===== src/rtl/vlc_frame_scheduler.sv =====
// Read-side frame scheduler for the VLC transmit payload FIFO: preamble, header, payload, idle gap.
// Define VLC_FRAME_CHECKSUM_EN to append an XOR trailer word to each frame.
module vlc_frame_scheduler #(
    parameter int                 F_WIDTH     = 32,
    parameter int                 F_PTR_WIDTH = 10,
    parameter int                 FRAME_LEN   = 64,
    parameter logic [F_WIDTH-1:0] PREAMBLE    = 32'h5555_5555,
    parameter logic [7:0]         HDR_TAG     = 8'hC3,
    parameter int                 GAP_CYCLES  = 16,
    parameter int                 TIMEOUT     = 1000
) (
    input  logic                   clk,
    input  logic                   reset,
    input  logic                   enable,
    input  logic [F_PTR_WIDTH-1:0] fifo_data_num,
    input  logic                   fifo_empty,
    input  logic [F_WIDTH-1:0]     fifo_d_out,
    output logic                   fifo_r_en,
    output logic [F_WIDTH-1:0]     tx_data,
    output logic                   tx_valid,
    input  logic                   tx_ready,
    output logic                   tx_sof,
    output logic                   tx_eof,
    output logic                   busy,
    output logic [15:0]            frame_cnt
);
    localparam int TMR_W = $clog2(TIMEOUT + 1);
    localparam int GAP_W = $clog2(GAP_CYCLES) + 1;
    localparam int PAD_W = F_WIDTH - 8 - F_PTR_WIDTH;
    localparam logic [F_PTR_WIDTH-1:0] FULL_LEN  = F_PTR_WIDTH'(FRAME_LEN);
    localparam logic [F_PTR_WIDTH-1:0] LEN_ONE   = F_PTR_WIDTH'(1);
    localparam logic [TMR_W-1:0]       TMR_LIMIT = TMR_W'(TIMEOUT);
    localparam logic [GAP_W-1:0]       GAP_LAST  = GAP_W'(GAP_CYCLES - 1);

    typedef enum logic [2:0] {
        IDLE,
        PRE,
        HDR,
        PAY,
`ifdef VLC_FRAME_CHECKSUM_EN
        TRL,
`endif
        GAP
    } state_t;

    state_t                 state_q, state_d;
    logic [F_PTR_WIDTH-1:0] len_q, len_d, issued_q, sent_q, start_len;
    logic [TMR_W-1:0]       timer_q;
    logic [GAP_W-1:0]       gap_q;
    logic [F_WIDTH-1:0]     buf_mem [2];
    logic                   buf_wr_q, buf_rd_q, inflight_q;
    logic [1:0]             buf_cnt_q;
    logic                   sof_q, busy_q;
    logic [15:0]            frame_cnt_q;
    logic                   start_full, start_flush, start, gap_done, pop, push, last_word;
    logic [2:0]             occ_after;
`ifdef VLC_FRAME_CHECKSUM_EN
    logic [F_WIDTH-1:0]     csum_q;
`endif

    assign start_full  = enable && (fifo_data_num >= FULL_LEN);
    assign start_flush = enable && (fifo_data_num != '0) && (timer_q == TMR_LIMIT);
    assign start       = start_full || start_flush;
    assign start_len   = start_full ? FULL_LEN : fifo_data_num;
    assign gap_done    = (state_q == GAP) && (gap_q == GAP_LAST);
    assign push        = inflight_q;
    assign pop         = (state_q == PAY) && (buf_cnt_q != 2'd0) && tx_ready;
    assign last_word   = (sent_q == len_q - LEN_ONE);

    // A read is allowed only if the word it returns is guaranteed a buffer slot.
    assign occ_after = {1'b0, buf_cnt_q} + {2'b0, inflight_q} - {2'b0, pop};
    assign fifo_r_en = (state_q == PAY) && (issued_q < len_q) && !fifo_empty && (occ_after < 3'd2);

    assign tx_sof    = sof_q;
    assign busy      = busy_q;
    assign frame_cnt = frame_cnt_q;

    // NOTE: every signal written here gets a default first so no latch is inferred.
    always_comb begin
        state_d = state_q;
        len_d   = len_q;
        case (state_q)
            IDLE: begin
                if (start) begin
                    state_d = PRE;
                    len_d   = start_len;
                end
            end
            PRE: if (tx_ready) state_d = HDR;
            HDR: if (tx_ready) state_d = PAY;
            PAY: begin
                if (pop && last_word) begin
`ifdef VLC_FRAME_CHECKSUM_EN
                    state_d = TRL;
`else
                    state_d = GAP;
`endif
                end
            end
`ifdef VLC_FRAME_CHECKSUM_EN
            TRL: if (tx_ready) state_d = GAP;
`endif
            GAP: begin
                // The last gap cycle doubles as the idle decision cycle.
                if (gap_done) begin
                    if (start) begin
                        state_d = PRE;
                        len_d   = start_len;
                    end else begin
                        state_d = IDLE;
                    end
                end
            end
            default: state_d = IDLE;
        endcase
    end

    always_comb begin
        tx_valid = 1'b0;
        tx_data  = '0;
        tx_eof   = 1'b0;
        case (state_q)
            PRE: begin
                tx_valid = 1'b1;
                tx_data  = PREAMBLE;
            end
            HDR: begin
                tx_valid = 1'b1;
                tx_data  = {HDR_TAG, {PAD_W{1'b0}}, len_q};
            end
            PAY: begin
                if (buf_cnt_q != 2'd0) begin
                    tx_valid = 1'b1;
                    tx_data  = buf_mem[buf_rd_q];
`ifndef VLC_FRAME_CHECKSUM_EN
                    tx_eof   = last_word;
`endif
                end
            end
`ifdef VLC_FRAME_CHECKSUM_EN
            TRL: begin
                tx_valid = 1'b1;
                tx_data  = csum_q;
                tx_eof   = 1'b1;
            end
`endif
            default: ;
        endcase
    end

    // NOTE: sequential state is updated only with non-blocking assignments.
    always_ff @(posedge clk or posedge reset) begin
        if (reset) begin
            state_q     <= IDLE;
            len_q       <= '0;
            timer_q     <= '0;
            gap_q       <= '0;
            issued_q    <= '0;
            sent_q      <= '0;
            inflight_q  <= 1'b0;
            buf_wr_q    <= 1'b0;
            buf_rd_q    <= 1'b0;
            buf_cnt_q   <= 2'd0;
            sof_q       <= 1'b0;
            busy_q      <= 1'b0;
            frame_cnt_q <= '0;
        end else begin
            state_q    <= state_d;
            len_q      <= len_d;
            sof_q      <= (state_d == PRE);
            busy_q     <= (state_d != IDLE);
            inflight_q <= fifo_r_en;

            if ((state_q == IDLE) && (state_d == IDLE) && (fifo_data_num != '0)) begin
                if (timer_q != TMR_LIMIT) timer_q <= timer_q + TMR_W'(1);
            end else begin
                timer_q <= '0;
            end

            gap_q <= (state_q == GAP) ? gap_q + GAP_W'(1) : '0;
            if (gap_done) frame_cnt_q <= frame_cnt_q + 16'd1;

            if (state_q == HDR) begin
                issued_q <= '0;
                sent_q   <= '0;
            end else begin
                if (fifo_r_en) issued_q <= issued_q + LEN_ONE;
                if (pop)       sent_q   <= sent_q + LEN_ONE;
            end

            if (push) buf_wr_q <= ~buf_wr_q;
            if (pop)  buf_rd_q <= ~buf_rd_q;
            buf_cnt_q <= buf_cnt_q + {1'b0, push} - {1'b0, pop};
        end
    end

    // NOTE: the data storage has no reset; buf_cnt_q (which is reset) says which entries are live.
    always_ff @(posedge clk) begin
        if (push) buf_mem[buf_wr_q] <= fifo_d_out;
    end

`ifdef VLC_FRAME_CHECKSUM_EN
    always_ff @(posedge clk or posedge reset) begin
        if (reset)                csum_q <= '0;
        else if (state_q == HDR)  csum_q <= '0;
        else if (pop)             csum_q <= csum_q ^ tx_data;
    end
`endif

endmodule


===== config.mk =====
export PLATFORM = sky130hd
export DESIGN_NAME = vlc_frame_scheduler
export DESIGN_NICKNAME = d
export VERILOG_FILES = /design/src/rtl/vlc_frame_scheduler.sv
export SDC_FILE = /design/constraint.sdc
export NUM_CORES = 1
export LEC_CHECK = 0
export ABC_AREA = 1
export BUFFER_PORTS_ARGS = -buffer_cell sky130_fd_sc_hd__buf_2
export CAP_MARGIN = 5
export CORE_AREA = 2 2 156 128
export CTS_CLUSTER_DIAMETER = 150
export DETAILED_ROUTE_END_ITERATION = 6
export DIE_AREA = 0 0 158 130
export SETUP_SLACK_MARGIN = 0.3
export SLEW_MARGIN = 20
export SYNTH_ARGS = -nofsm -noshare
export SYNTH_HDL_FRONTEND = slang
export SYNTH_SLANG_ARGS = --single-unit

===== constraint.sdc =====
create_clock -name clk -period 8 [get_ports clk]
set_input_delay 1.6 -clock clk [delete_from_list [all_inputs] [get_ports clk]]
set_output_delay 1.6 -clock clk [all_outputs]
set_load 0.01 [all_outputs]

Word level (Yosys, flattened, before mapping) --
Memory sizes are Yosys's and may differ from the RTL's. Cells that the tools add are included.
Operators by class: order comparisons 3, mux-type cells 26, reductions and logical operators 24, equality and inequality tests 11, bitwise logic cells 2, add/subtract/negate cells 10
Operators with widths (count):
- 32-bit one-hot mux with 3 select lines | 1
- 10-bit 2-to-1 mux | 9
- 32-bit 2-to-1 mux | 1
- 10-bit by 1-bit adder with 10-bit output (second input constant) | 3
- 10-bit one-hot mux with 2 select lines | 1
- 16-bit by 1-bit adder with 16-bit output (second input constant) | 1
- 3-bit 2-to-1 mux | 5
- 3-bit one-hot mux with 5 select lines | 1
- 1-bit logical AND | 12
- 10-bit equality test | 1
- 10-bit equality test (second input constant) | 1
- 10-bit by 7-bit greater-or-equal comparator with 1-bit output (second input constant) | 1
- 10-bit < comparator | 1
- 10-bit != test (second input constant) | 1
- 10-bit nonzero test | 1
- 10-bit by 1-bit subtractor with 10-bit output (second input constant) | 1
- 2-bit nonzero test | 4
- 3-bit by 1-bit equality test with 1-bit output (second input constant) | 2
- 3-bit by 2-bit equality test with 1-bit output (second input constant) | 2
- 3-bit zero test | 2
- 1-bit 2-to-1 mux | 6
- 5-bit by 1-bit adder with 5-bit output (second input constant) | 1
- 5-bit by 4-bit equality test with 1-bit output (second input constant) | 1
- 5-bit 2-to-1 mux | 1
- other kinds (15) | 16
Word-level totals: input port bits 47, RAM bits 64, memories 1, flip-flop bits (word level) 71
Memories:
- buf_mem | words 2, bits a word 32, rd ports 1, clocked after memory_dff 0, wr ports 1, RTL line 50 | logic [F_WIDTH-1:0] buf_mem [2];

Longest topological paths before layout --
depth in word-level cells 11, gate-level depth with buffers 17, depth with buffers taken out 17

Least setup slack after synthesis --
OpenSTA, ideal clock, no wires.
path kind input port to output port, start in tx_ready, end out fifo_r_en, slack 3.089 ns, stages on the path 12, buffers on the path 1, arrival time 3.311 ns, cell sequence nand2_2 -> inv_1 -> ha_1 -> inv_1 -> ha_1 -> inv_1 -> fa_1 -> inv_1 -> nor2_1 -> nand2_1 -> inv_1 -> clkbuf_1
On the way: cells in the longest elaborated chain, start to end 4
RTL lines:
- start: declaration | RTL line 21 | input logic tx_ready,
- 1-bit logical AND | RTL line 67 | assign pop = (state_q == PAY) && (buf_cnt_q != 2'd0) && tx_ready;
- via pop | RTL line 55 | logic start_full, start_flush, start, gap_done, pop, push, last_word;
- 3-bit by 1-bit subtractor with 3-bit output | RTL line 71 | assign occ_after = {1'b0, buf_cnt_q} + {2'b0, inflight_q} - {2'b0, pop};
- via occ_after[1] | RTL line 56 | logic [2:0] occ_after;
- 3-bit by 2-bit < comparator with 1-bit output | RTL line 72 | assign fifo_r_en = (state_q == PAY) && (issued_q < len_q) && !fifo_empty && (occ_after < 3'd2);
- 1-bit logical AND | RTL line 72
- end: declaration | RTL line 18 | output logic fifo_r_en,
The timed path passes the listed nets, and every way through them passes these cells.

Worst setup path after layout --
Ends and elaborated chain as after synthesis.

==> metrics.md <==
| Metric | Value |
|---|---|
| Status | finished clean |
| Met1 routing resource usage after global routing | a little under a fifth |
| Power Dens Cells | 318 mW/mm^2 |
| Internal power consumption | 0.00156 W |
| Via count of the first global-routing pass | between 4000 and 5000 |
| First-pass iteration count of the detailed router | 4 |
| Combinational share of power | between 30% and 40% |
| Final-report max-slew violation count | 0 |
| Worst setup path category | in2out |
| Ys flop type | dfrtp_1 |
| Fin crit share | between 60% and 70% |
| Worst Hold Class | reg2reg |
| F_max | between 0.15 and 0.2 GHz |
| Number of synthesized register bits | about 140 |
| Synthesized Nets | about 750 |
| Number of standard cells after synthesis | just under 700 |
| Grt peak-use layer | met2 |
| Data arrival time at the worst-slack endpoint | about 4000 ps |
| Min setup slack post-route | 2410 ps |
| Largest net degree at the start of global routing | 72 |
| Maximum fanout count along the critical path | 12 |
| Total wirelength of the detailed-routed design | around 14000 um |
| Worst clock skew | 8.05 ps |
| Layout cell share with drive strength beyond 1 | between 20% and 30% |
| Maximum resistive drop on vdd | between 100 and 150 uV |
| Startpoint of the worst setup timing path | tx_ready |
| Hold bufs inserted after CTS | 0 |
| DIE AREA | between 0.02 and 0.025 mm^2 |
| I/O Buffers | 99 |
| Clock sink total | around 140 |
| Net switching power figure | roughly 0.00095 W |
| Leakage power | 3.69 nW |
| Placeable Area | 0.0192 mm^2 |
| Tightest Pin Transition | around 930 ps |
| Start of the worst register-to-register path | state_q[2] |
| Clock edge transition at the registers on the reported setup and hold paths | 50 ps |
| Number of fill cells in the layout | 1921 |
| Proportion of power drawn by the clock network | 30.2% |
| Cells along the critical path | buf_2, nand2_2, inv_1, ha_1, inv_1, ha_1, inv_1, fa_1, inv_1, nor2_1, nand2_1, inv_1, buf_2 |
| Most used cells in the layout excluding fill and tap cells | nand2_1, buf_2, dfrtp_1, edfxtp_1, inv_1 |
| Overflow after GRT | 0 |
| Final Setup Violations | 0 |
| RSZ-0062 raised after global routing | false |
| Detailed placement HPWL | 9750 um |
| Worst slew slack as a fraction of its limit | about two fifths |
| Crit path max-delay cell type | fa_1 |
| Part of the Yosys area used for sequential elements | between 50% and 60% |
| Minimum clock period | 5590 ps |
| Combined global-route utilization of all metal layers | around 14% |
| Mean instance size in the synthesized netlist | roughly 9.6 um^2 |
| Post-detailed-route count of antenna-violating nets | 0 |
| Post-route worst hold slack | roughly 460 ps |
| Most Frequent Cell on Critical Path | inv_1 |
| Vias after detailed routing | about 4800 |
| Worst Path Buf+Inv | 7 |
| DP Worst Slack | between 2000 and 2500 ps |
| WL per Instance | between 10 and 15 um |
| Number of buffers created by CTS | 17 |
| Number of inserted diodes | 0 |
| Total of warnings raised by yosys | 0 |
| EDFF count, synth | between 60 and 70 |
| Critical hold path startpoint | frame_cnt[15] |
| Post-route DRC violation count | 0 |
| Buffer depth of the longest clock path | 2 |
| Layout area overhead | 21.2% |
| Number of failing hold endpoints at the final stage | 0 |
| Combined area of all synthesized cells | between 0.006 and 0.007 mm^2 |
| Largest delay share family, worst path | buffers and inverters |
| Final GP Congestion | between 0.7 and 0.8 |
| Leading cell type in the layout, fill and taps excluded | nand2_1 |
| Met3 layer usage reported by global route | 3.16% |
| Required time at the worst-slack endpoint | about 6400 ps |
| TritonCTS clock tree | done |
| Wire length of the first global-routing pass | approximately 22000 um |
| Utilization after layout | 41.1% |
| Initial Utilization | 33.9% |
| Clock insertion delay at the later pin of the skew report | between 400 and 500 ps |
| Number of H-tree levels | 4 |
| Switching part of the total power | between 30% and 40% |
| Clock Root Buffer | clkbuf_16 |
| Die boundary height | between 100 and 150 um |
| Stage delay of the slowest cell on the critical path | around 480 ps |
| Accumulated negative setup slack | 0 ps |
| Vias per cell | 4.49 |
| Die Span X | approximately 160 um |
| Critical path capture point type | primary output |
| Synth unique cells | 40 |
| Initial antenna violation count | 0 |
| Final net count | roughly 850 |
| Number of instances resized during post-cts repair | 0 |
| Rows | between 40 and 50 |
| Async S/R FF share, synth | between 50 and 60% |
| Share of total power in sequential cells | about 35% |
| Startpoint types | primary input |
| Violation count after the first detailed-route iteration | 248 |
| Met2 usage in global routing | between 20% and 30% |
| # IOs | 100 |
| Buffers inserted by post-CTS timing repair | 0 |
| Maximum Capacitance Violations | 0 |
through the flow:
step	instance area [um^2]	power [W]	std cells
after detailed placement	7330	0.00178	1030
after global routing	7910	0.00268	1062
after CTS	7910	0.00254	1062
final	7910	0.00251	1062
after floorplan	6520	0.00148	678
after global placement	7330	0.00177	1030
worst paths after layout:
path	endpoint	slack, ps	cells past startpoint
setup / recovery	fifo_r_en	2410	13
hold / removal	frame_cnt[15]	460	1
setup reg to reg	issued_q[4]	4760	16
hold reg to reg	frame_cnt[15]	460	1
max in group asynchronous	gap_q[1]	5930	3
min in group asynchronous	timer_q[1]	1460	3
area by class of cell:
cell class	count	area, um^2	area share [%]
Clock buffer	18	429	5.43
Timing Repair Buffer	104	533	6.74
Tap cell	264	330	4.18
Inverter	70	263	3.32
Clock inverter	14	149	1.88
Multi-Input combinational cell	457	2500	31.7
Sequential cell	135	3700	46.8
registers in the layout, summed over array words and instances (netlist names):
name	flops
buf_wr_q	1
state_q	3
len_q	10
buf_mem	64
sent_q	10
frame_cnt	16
gap_q	5
buf_cnt_q	2
inflight_q	1
busy	1
tx_sof	1
issued_q	10
timer_q	10
buf_rd_q	1
cells in the mapped netlist, types with 2 or more instances:
library cell / n / area, um^2
clkbuf_1: 15 / 56.3
o211ai_1: 6 / 45.0
o21ai_0: 22 / 110
nor4_1: 2 / 12.5
xor2_1: 26 / 228
ha_1: 19 / 238
nand3_1: 50 / 250
nand3b_1: 8 / 60.1
inv_2: 8 / 30.0
nor2_4: 2 / 22.5
nor3_1: 12 / 60.1
xnor2_1: 10 / 87.6
nor2_2: 14 / 87.6
dfrtp_1: 71 / 1780
nand4_1: 3 / 18.8
a21oi_1: 24 / 120
nor2_1: 52 / 195
and3_1: 2 / 12.5
edfxtp_1: 64 / 1920
mux2i_1: 8 / 80.1
o22ai_1: 5 / 31.3
nand2_2: 4 / 25.0
inv_1: 61 / 229
nand2_1: 174 / 653
per-layer routing:
metal,part of all wire [%],wire [um],up-vias
met5,0,0,-
met4,1.6,227,0
met3,2.0,286,16
met2,49,6840,36
met1,48,6680,2261
li1,-,-,2453
logic make-up (layout without fill, tap and decap cells):
| family | Yosys count | after routing | synth area share (%) |
|---|---|---|---|
| flops | 135 | 135 | 56.7 |
| compound gates | 62 | 62 | 5.30 |
| mux | 8 | 8 | 1.23 |
| fa+ha+maj | 20 | 20 | 3.95 |
| xor+xnor | 36 | 36 | 4.83 |
| simple gates | 331 | 331 | 23.0 |
| buf+inv | 86 | 206 | 4.95 |
power groups by stage:
stage	logic [W]	registers, W	clock network, W
floorplan	0.000607	0.000870	0
global placement	0.000891	0.000878	0
detailed placement	0.000896	0.000879	0
CTS	0.000901	0.000866	0.000776
global route	0.00101	0.000876	0.000803
finish	0.000887	0.000867	0.000759
Power figures use the tool's default switching activity.
